## src/rtl/file_header_detect_pkg.sv

```systemverilog
// Shared types and constants for the download-buffer header detector
// and for the transfer logic that reads the same buffer afterwards.
package file_header_detect_pkg;

    typedef enum logic [2:0] {
        FT_NONE = 3'd0,
        FT_PRG  = 3'd1,
        FT_T64  = 3'd2,
        FT_CRT  = 3'd3,
        FT_TAP  = 3'd4
    } file_type_e;

    typedef enum logic [2:0] {
        S_IDLE     = 3'd0,
        S_REQ      = 3'd1,
        S_WAIT     = 3'd2,
        S_CLASSIFY = 3'd3,
        S_DONE     = 3'd4
    } state_e;

    // Download buffer: 1 MiB window in SDRAM starting at 2 MiB.
    localparam logic [24:0] BUFFER_BASE_DEFAULT = 25'h200000;
    localparam logic [24:0] BUFFER_SIZE         = 25'h100000;
    localparam logic [24:0] BUFFER_LAST         = BUFFER_BASE_DEFAULT + BUFFER_SIZE - 25'd1;

    localparam int unsigned SIG_BYTES = 16;

    // Byte 0 of the file sits at index 0, i.e. in the most significant byte.
    typedef logic [0:SIG_BYTES-1][7:0] header_t;

endpackage

```

## src/rtl/file_header_detect_sig_match.sv

```systemverilog
// Combinational signature matcher: classifies 16 header bytes by their
// magic strings. PRG has no signature and is decided by the caller.
module hdr_sig_match
    import file_header_detect_pkg::*;
(
    input  header_t    header,
    output file_type_e sig_type
);

    localparam logic [127:0] CRT_SIG  = "C64 CARTRIDGE   ";
    localparam logic [95:0]  TAP_SIG  = "C64-TAPE-RAW";
    localparam logic [31:0]  T64_SIG1 = "C64S";
    localparam logic [63:0]  T64_SIG2 = "C64 tape";

    logic [127:0] flat;

    assign flat = header;

    always_comb begin
        sig_type = FT_NONE;
        if (flat == CRT_SIG)
            sig_type = FT_CRT;
        else if (flat[127:32] == TAP_SIG)
            sig_type = FT_TAP;
        else if (flat[127:96] == T64_SIG1 || flat[127:64] == T64_SIG2)
            sig_type = FT_T64;
    end

endmodule

```

## src/rtl/file_header_detect.sv

```systemverilog
// Reads up to HDR_LEN header bytes of a freshly downloaded file from SDRAM
// and reports its type (and the PRG load address) with a one-cycle done pulse.
//
// state    | meaning
// IDLE     | waiting for start
// REQ      | issue byte read at BUFFER_BASE+index
// WAIT     | hold request until rd_ack, store byte
// CLASSIFY | evaluate signatures, register results
// DONE     | done pulse, busy drops on exit
module file_header_detect
    import file_header_detect_pkg::*;
#(
    parameter logic [24:0] BUFFER_BASE = BUFFER_BASE_DEFAULT,
    parameter int unsigned HDR_LEN     = 16
) (
    input  logic        clk32,
    input  logic        reset,
    input  logic        start,
    input  logic [31:0] file_size,
    output logic        rd_req,
    output logic [24:0] rd_addr,
    input  logic        rd_ack,
    input  logic [7:0]  rd_data,
    output logic        busy,
    output logic        done,
    output logic [2:0]  file_type,
    output logic [15:0] load_addr
);

    localparam int unsigned N_MAX = (HDR_LEN > SIG_BYTES) ? SIG_BYTES : HDR_LEN;

    state_e      state;
    header_t     header;
    logic [4:0]  idx;
    logic [4:0]  n_len;
    logic [31:0] size_q;
    logic [4:0]  n_next;
    file_type_e  sig_type;
    file_type_e  cls_type;

    // Unsigned compare, so sizes with bit 31 set count as large.
    assign n_next = (file_size < 32'(N_MAX)) ? file_size[4:0] : 5'(N_MAX);

    hdr_sig_match u_sig (
        .header   (header),
        .sig_type (sig_type)
    );

    always_comb begin
        cls_type = sig_type;
        if (sig_type == FT_NONE && size_q >= 32'd3)
            cls_type = FT_PRG;
    end

    always_ff @(posedge clk32) begin
        if (reset) begin
            state     <= S_IDLE;
            rd_req    <= 1'b0;
            rd_addr   <= '0;
            busy      <= 1'b0;
            done      <= 1'b0;
            file_type <= FT_NONE;
            load_addr <= '0;
            idx       <= '0;
            n_len     <= '0;
            size_q    <= '0;
            header    <= '0;
        end else begin
            case (state)
                S_IDLE: begin
                    if (start) begin
                        size_q <= file_size;
                        n_len  <= n_next;
                        header <= '0;
                        idx    <= '0;
                        busy   <= 1'b1;
                        state  <= (n_next == 5'd0) ? S_CLASSIFY : S_REQ;
                    end
                end
                S_REQ: begin
                    rd_req  <= 1'b1;
                    rd_addr <= BUFFER_BASE + 25'(idx);
                    state   <= S_WAIT;
                end
                S_WAIT: begin
                    if (rd_ack) begin
                        header[idx[3:0]] <= rd_data;
                        idx              <= idx + 5'd1;
                        rd_req           <= 1'b0;
                        state            <= (idx + 5'd1 == n_len) ? S_CLASSIFY : S_REQ;
                    end
                end
                S_CLASSIFY: begin
                    file_type <= cls_type;
                    load_addr <= (cls_type == FT_PRG) ? {header[1], header[0]} : 16'h0000;
                    done      <= 1'b1;
                    state     <= S_DONE;
                end
                S_DONE: begin
                    done  <= 1'b0;
                    busy  <= 1'b0;
                    state <= S_IDLE;
                end
                default: state <= S_IDLE;
            endcase
        end
    end

endmodule

```

## config.mk

```make
export PLATFORM = sky130hd
export DESIGN_NAME = file_header_detect
export DESIGN_NICKNAME = d
export VERILOG_FILES = /design/src/rtl/file_header_detect_pkg.sv /design/src/rtl/file_header_detect_sig_match.sv /design/src/rtl/file_header_detect.sv
export SDC_FILE = /design/constraint.sdc
export NUM_CORES = 1
export LEC_CHECK = 0
export ABC_AREA = 1
export CORE_UTILIZATION = 51
export DETAILED_ROUTE_END_ITERATION = 6
export PLACE_DENSITY_LB_ADDON = 0.2
export RECOVER_POWER = 25
export REMOVE_ABC_BUFFERS = 1
export SLEW_MARGIN = 20
export SYNTH_ARGS = -nofsm -noshare
export SYNTH_HDL_FRONTEND = slang
export SYNTH_SLANG_ARGS = --single-unit
```

## constraint.sdc

```tcl
create_clock -name clk32 -period 1.69 [get_ports clk32]
set_input_delay 0.169 -clock clk32 [delete_from_list [all_inputs] [get_ports clk32]]
set_output_delay 0.169 -clock clk32 [all_outputs]
set_load 0.01 [all_outputs]
```

Word-level counts from Yosys, hierarchy flattened:

Index checks and enable logic that the tools add are counted.

* output and inout port bits: 47
* logic and storage cells: 85
* register bits: 220

* mux-type cells: 25
* add/subtract/negate cells: 2
* reductions and logical operators: 15
* $lt $le $gt $ge: 4
* bitwise gates (word level): 1
* equality and inequality tests: 12

Operators by type and width (number)
* $mux 128: 2
* $pmux 128 s2: 1
* $bwmux 128: 1
* $eq 128x127->1 const B: 1
* $eq 96x95->1 const B: 1
* $eq 64x63->1 const B: 1
* $demux 8 s4: 1
* $eq 32x31->1 const B: 1
* $ge 32x2->1 const B: 1
* $lt 32x5->1 const B: 1
* $add 22x5->23 const A: 1
* $mux 16: 1
* $mux 3: 5
* $mux 5: 3
* $pmux 3 s4: 1
* $pmux 5 s2: 1
* $mux 8: 1
* $reduce_and 2->1: 4
* $reduce_bool 2->1: 4
* $eq 3x1->1 const B: 2
* $eq 3x2->1 const B: 2
* $logic_not 3->1: 2
* $mux 2: 3
* $pmux 1 s2: 3
* 12 further kinds: 15

Logic depth before layout (Yosys ltp):

* depth in word-level cells: 10
* mapped depth: 12
* depth with buffers taken out: 11

Hierarchy:

From an unflattened synthesis, not the netlist that was laid out.

* cell total of the unflattened synthesis: 1226
* area, all modules: 8753.4 um^2

Modules (own cells, without submodules)
* file_header_detect: area each 7723.7 um^2, cells each 964, sequential area each 4023.9 um^2, instances 1
* hdr_sig_match: area each 1029.7 um^2, cells each 262, sequential area each 0.0 um^2, instances 1

Least setup slack after synthesis:

OpenSTA, ideal clock, no wires.

* kind: flip-flop to flip-flop
* from: register idx[0]
* to: register header[10] (netlist bit)
* path slack: 0.025 ns
* data arrival time: 1.599 ns
* cell stages (with the launch flop): 8
* period minus slack after synthesis: 1.665 ns
* setup time: 0.066 ns
* path through: dfxtp_1 > inv_1 > ha_1 > inv_1 > nor2_1 > a21oi_1 > a22oi_1 > nor2_1

* word-level cells in the longest chain between the ends: 8
* elaborated cells between the ends (all ways): 9
* classes of those cells: 2 x order compare; 5 x mux; 1 x bitwise; 1 x reduce/logical

Ends and longest elaborated chain
* from (decl): RTL line file_header_detect.sv:34 `logic [4:0] idx;`
* from (signal assigned): RTL line file_header_detect.sv:88 `idx <= idx + 5'd1;`
* $not 4->5 (not written as such) *: RTL line file_header_detect.sv:87 `header[idx[3:0]] <= rd_data;`
* $ge 5x5->1 (not written as such) / $lt 5x1->1 (equally long branches): RTL line file_header_detect.sv:87
* $logic_and 1x1->1 (not written as such): RTL line file_header_detect.sv:87
* $mux 8 (not written as such): RTL line file_header_detect.sv:87
* $demux 8 s4 *: RTL line file_header_detect.sv:87
* $bwmux 128 *: RTL line file_header_detect.sv:87
* $mux 128 *: RTL line file_header_detect.sv:86 `if (rd_ack) begin`
* $pmux 128 s2 *: RTL line file_header_detect.sv:69 `case (state)`
* to (signal, indexed assignment): RTL line file_header_detect.sv:87
* to (decl): RTL line file_header_detect.sv:33 `header_t header;`

Every way passes the cells marked *; elsewhere a longest branch is shown, timed or not. The select of a mux whose other input is x is not followed.
A chain may end at the register's enable or synchronous reset.

Final worst setup path:

* from: register header[106] (netlist bit)
* to: register file_type[1]

* word-level cells in the longest chain between the ends: 8
* elaborated cells between the ends (all ways): 11
* classes of those cells: 4 x eq/ne; 4 x mux; 3 x reduce/logical

Ends and longest elaborated chain
* $eq 64x63->1 / $eq 32x31->1 (equally long branches): RTL line file_header_detect_sig_match.sv:25 `else if (flat[127:96] == T64_SIG1 || flat[127:64] == T64_SIG2)`
* $logic_or 1x1->1: RTL line file_header_detect_sig_match.sv:25
* $mux 2: RTL line file_header_detect_sig_match.sv:25
* $mux 3: RTL line file_header_detect_sig_match.sv:23 `else if (flat[127:32] == TAP_SIG)`
* $mux 3 *: RTL line file_header_detect_sig_match.sv:21 `if (flat == CRT_SIG)`
* $logic_not 3->1: RTL line file_header_detect.sv:51 `if (sig_type == FT_NONE && size_q >= 32'd3)`
* $logic_and 1x1->1: RTL line file_header_detect.sv:51
* $mux 3 *: RTL line file_header_detect.sv:51
* to (signal assigned): RTL line file_header_detect.sv:94 `file_type <= cls_type;`
* to (decl): RTL line file_header_detect.sv:26 `output logic [2:0] file_type,`

Every way passes the cells marked *; elsewhere a longest branch is shown, timed or not.

==> results.ini <==
[final_layout]
final_cell_mix = nand2_1 (247), dfxtp_1 (195), nor2_1 (193)
areaGrowthSynthToFinish_pct = 30.2
num_antenna_cells = 0
drive_gt1_share_pct = 16.9
final_common_cell = nand2_1
n_fill_cell = 1466
layout.nets = 1422
finish.utilization_pct = 68.7

[sta]
min_period_ns = 1.74
post-route-period-util_pct = 103
slew_violations = 0
setup_ws_ns = -0.0550
hold_violations = 0
rsz0062_at_grt = true
fmax_mhz = 573
worstMarginPinSlew_ns = 0.734
finClkSkew_ns = 0.0103
setup_viol = 35
slew_headroom_pct = 51.0

[floorplan]
die_area_sq_mm = 0.0179
die_w_um = 134
start_util_pct = 52.7
io_pins = 91
die_h_um = 134
core_sq_mm = 0.0168
rows = 47

[route]
wire_per_inst_um = 15.1
drc = 0
vias_per_cell = 5.25
first_pass_iters = 7
routed_wl_um = 24300
vias = 8444
ant_nets = 0
drt_iter0_drc = 631

[global_route]
grt_max_degree = 164
gr-total-overflow = 0
antenna_found_initial = 0
grt_pass1_vias = 7435
grt_pass1_wl_um = 37800
grt_usage_pct = 26.2

[clocking]
htree_num_levels = 1
clockBufferDepth = 3
clock_sinks = 201
clk_latency_ns = 0.51
clkTransAtPathRegs_ns = 0.06
cts-buffers-inserted = 22
cts_tree = done
cts_root_buf = clkbuf_16
ctsHoldBuffers = 0

[placed_design]
port_buffers = 71
gp_congestion = 0.869
dp.final_hpwl_um = 15900
dp_slack_ns = -0.225

[synthesis]
async_reset_ff_share_pct = 0
syn_inst = 1210
synth_edf_count = 0
ys_seq_area_share_pct = 45.5
synth_ff_type = dfxtp_1
syn_area_sq_mm = 0.00884
ys_ff_latch = 201
yosysWarningCount = 0
synth_area_per_cell_sq_um = 7.30
synth_cell_types = 39

[power]
power.combinational.fraction_pct = 9.5
seq_power_share_pct = 44.9
clock_power_share_pct = 45.6
power.density_mw_per_mm2 = 952
internal_power_mw = 8.34
p_leak_nw = 4.33
p_sw_mw = 2.61
vdd_drop_max_uv = 879
switching_share_pct = 23.9

[job]
cap_violations = 0

[outcome]
failed_checks = setup timing
status = finished, violations left

[worst_setup_path]
end_kind = flop
worstPathArrival_ns = 2.10
worstPathRequired_ns = 2.05
worstSetupPathType = reg2reg
critPathMaxFanout = 5
startpoint_type = flop

[hold_path]
min_path_type = in2reg

==> state kept, by name (all words and copies together), names as in the netlist <==
name and count:
rd_addr 6, load_addr 16, size_q 32, idx 5
busy 1, n_len 5, header 128, rd_req 1
state 3, done 1, file_type 3
==> power by group through the flow <==
| stage | Combinational [mW] | Sequential (mW) | Clock [mW] |
|---|---|---|---|
| final | 1.04 | 4.92 | 5.00 |
| after detailed placement | 0.980 | 5.02 | 0 |
| after global routing | 1.13 | 4.93 | 5.24 |
| after CTS | 0.993 | 4.92 | 5.07 |
| after floorplan | 0.464 | 5.02 | 0 |
| after global placement | 0.974 | 5.02 | 0 |
==> cells in the mapped netlist, types with 5 or more instances <==
library cell	count	area share [%]
a211oi_1	7	0.59
a21oi_1	147	8.3
a21oi_2	5	0.50
a22oi_1	33	2.8
a32oi_1	14	1.4
buf_2	7	0.40
buf_4	19	1.6
buf_6	9	1.1
clkbuf_1	32	1.4
dfxtp_1	201	46
inv_1	99	4.2
nand2_1	256	11
nand3_1	33	1.9
nand3b_1	5	0.42
nand4_1	28	2.0
nor2_1	206	8.8
nor2_2	6	0.42
nor2_4	7	0.89
nor3_1	7	0.40
o21ai_0	49	2.8
xor2_1	5	0.50
==> through the flow <==
step | instances | TNS (ns) | total power, mW | cell area, sq um | hold slack, ns
after floorplan | 1157 | -63.90 | 5.48 | 8490 | 0.238
after global placement | 1557 | -8.59 | 5.99 | 10400 | 0.440
after detailed placement | 1557 | -12.11 | 6.00 | 10400 | 0.447
after CTS | 1598 | -0.229 | 11.0 | 11200 | 0.216
after global routing | 1608 | -7.79 | 11.3 | 11500 | 0.248
final | 1608 | -0.523 | 11.0 | 11500 | 0.224
==> cell families after synthesis <==
family	Yosys count	share of synthesized area, %
fa+ha+maj	4	0.566
simple gates	560	27.0
buf+inv	176	9.16
other cells	1	0.0424
xor+xnor	6	0.595
compound gates	262	17.1
flops	201	45.5
==> worst max-delay path: stages (launching register included) <==
cell and delay (ns):
dfxtp_2 0.34, inv_2 0.03, nor2_1 0.07, nand2_1 0.07
nor2_1 0.13, buf_4 0.17, buf_6 0.11, nand2_2 0.04
nor2_2 0.09, nand3_2 0.15, buf_6 0.17, nand2_2 0.05
inv_2 0.04, o21ai_2 0.06, a21oi_2 0.06
==> per-layer routing <==
layer / global-route usage, % / wire length [um] / vias to the layer above
met5: 0 / 0 / -
met4: 6.44 / 547 / 0
met3: 3.31 / 1350 / 39
met2: 44.2 / 11600 / 264
met1: 35.3 / 10900 / 3882
li1: - / - / 4259
==> timing repair <==
action | CTS | global route
endpoints found under the setup margin | 73 | 119
gates cloned | 2 | 4
buffers inserted | 1 | 7
gates resized for setup | 17 | 58
pin swaps | 7 | 16
==> final cells by class <==
class	count	area (sq um)	area share, %
clock buffers	29	628	5.46
repair buffers	192	1810	15.7
flip-flops and latches	201	4030	35.1
clock inverters	9	128	1.11
inverters	105	397	3.45
multi-input cells	852	4240	36.9
well taps	220	275	2.39
==> final timing paths <==
check / from / endpoint / slack [ns] / cells after the start
hold / removal: reset / n_len[4] / 0.22 / 4
hold reg to reg: size_q[22] / size_q[22] / 0.45 / 2
setup reg to reg: header[106] / file_type[1] / -0.05 / 14
setup / recovery: header[106] / file_type[1] / -0.05 / 14
Power figures use the tool's default switching activity.
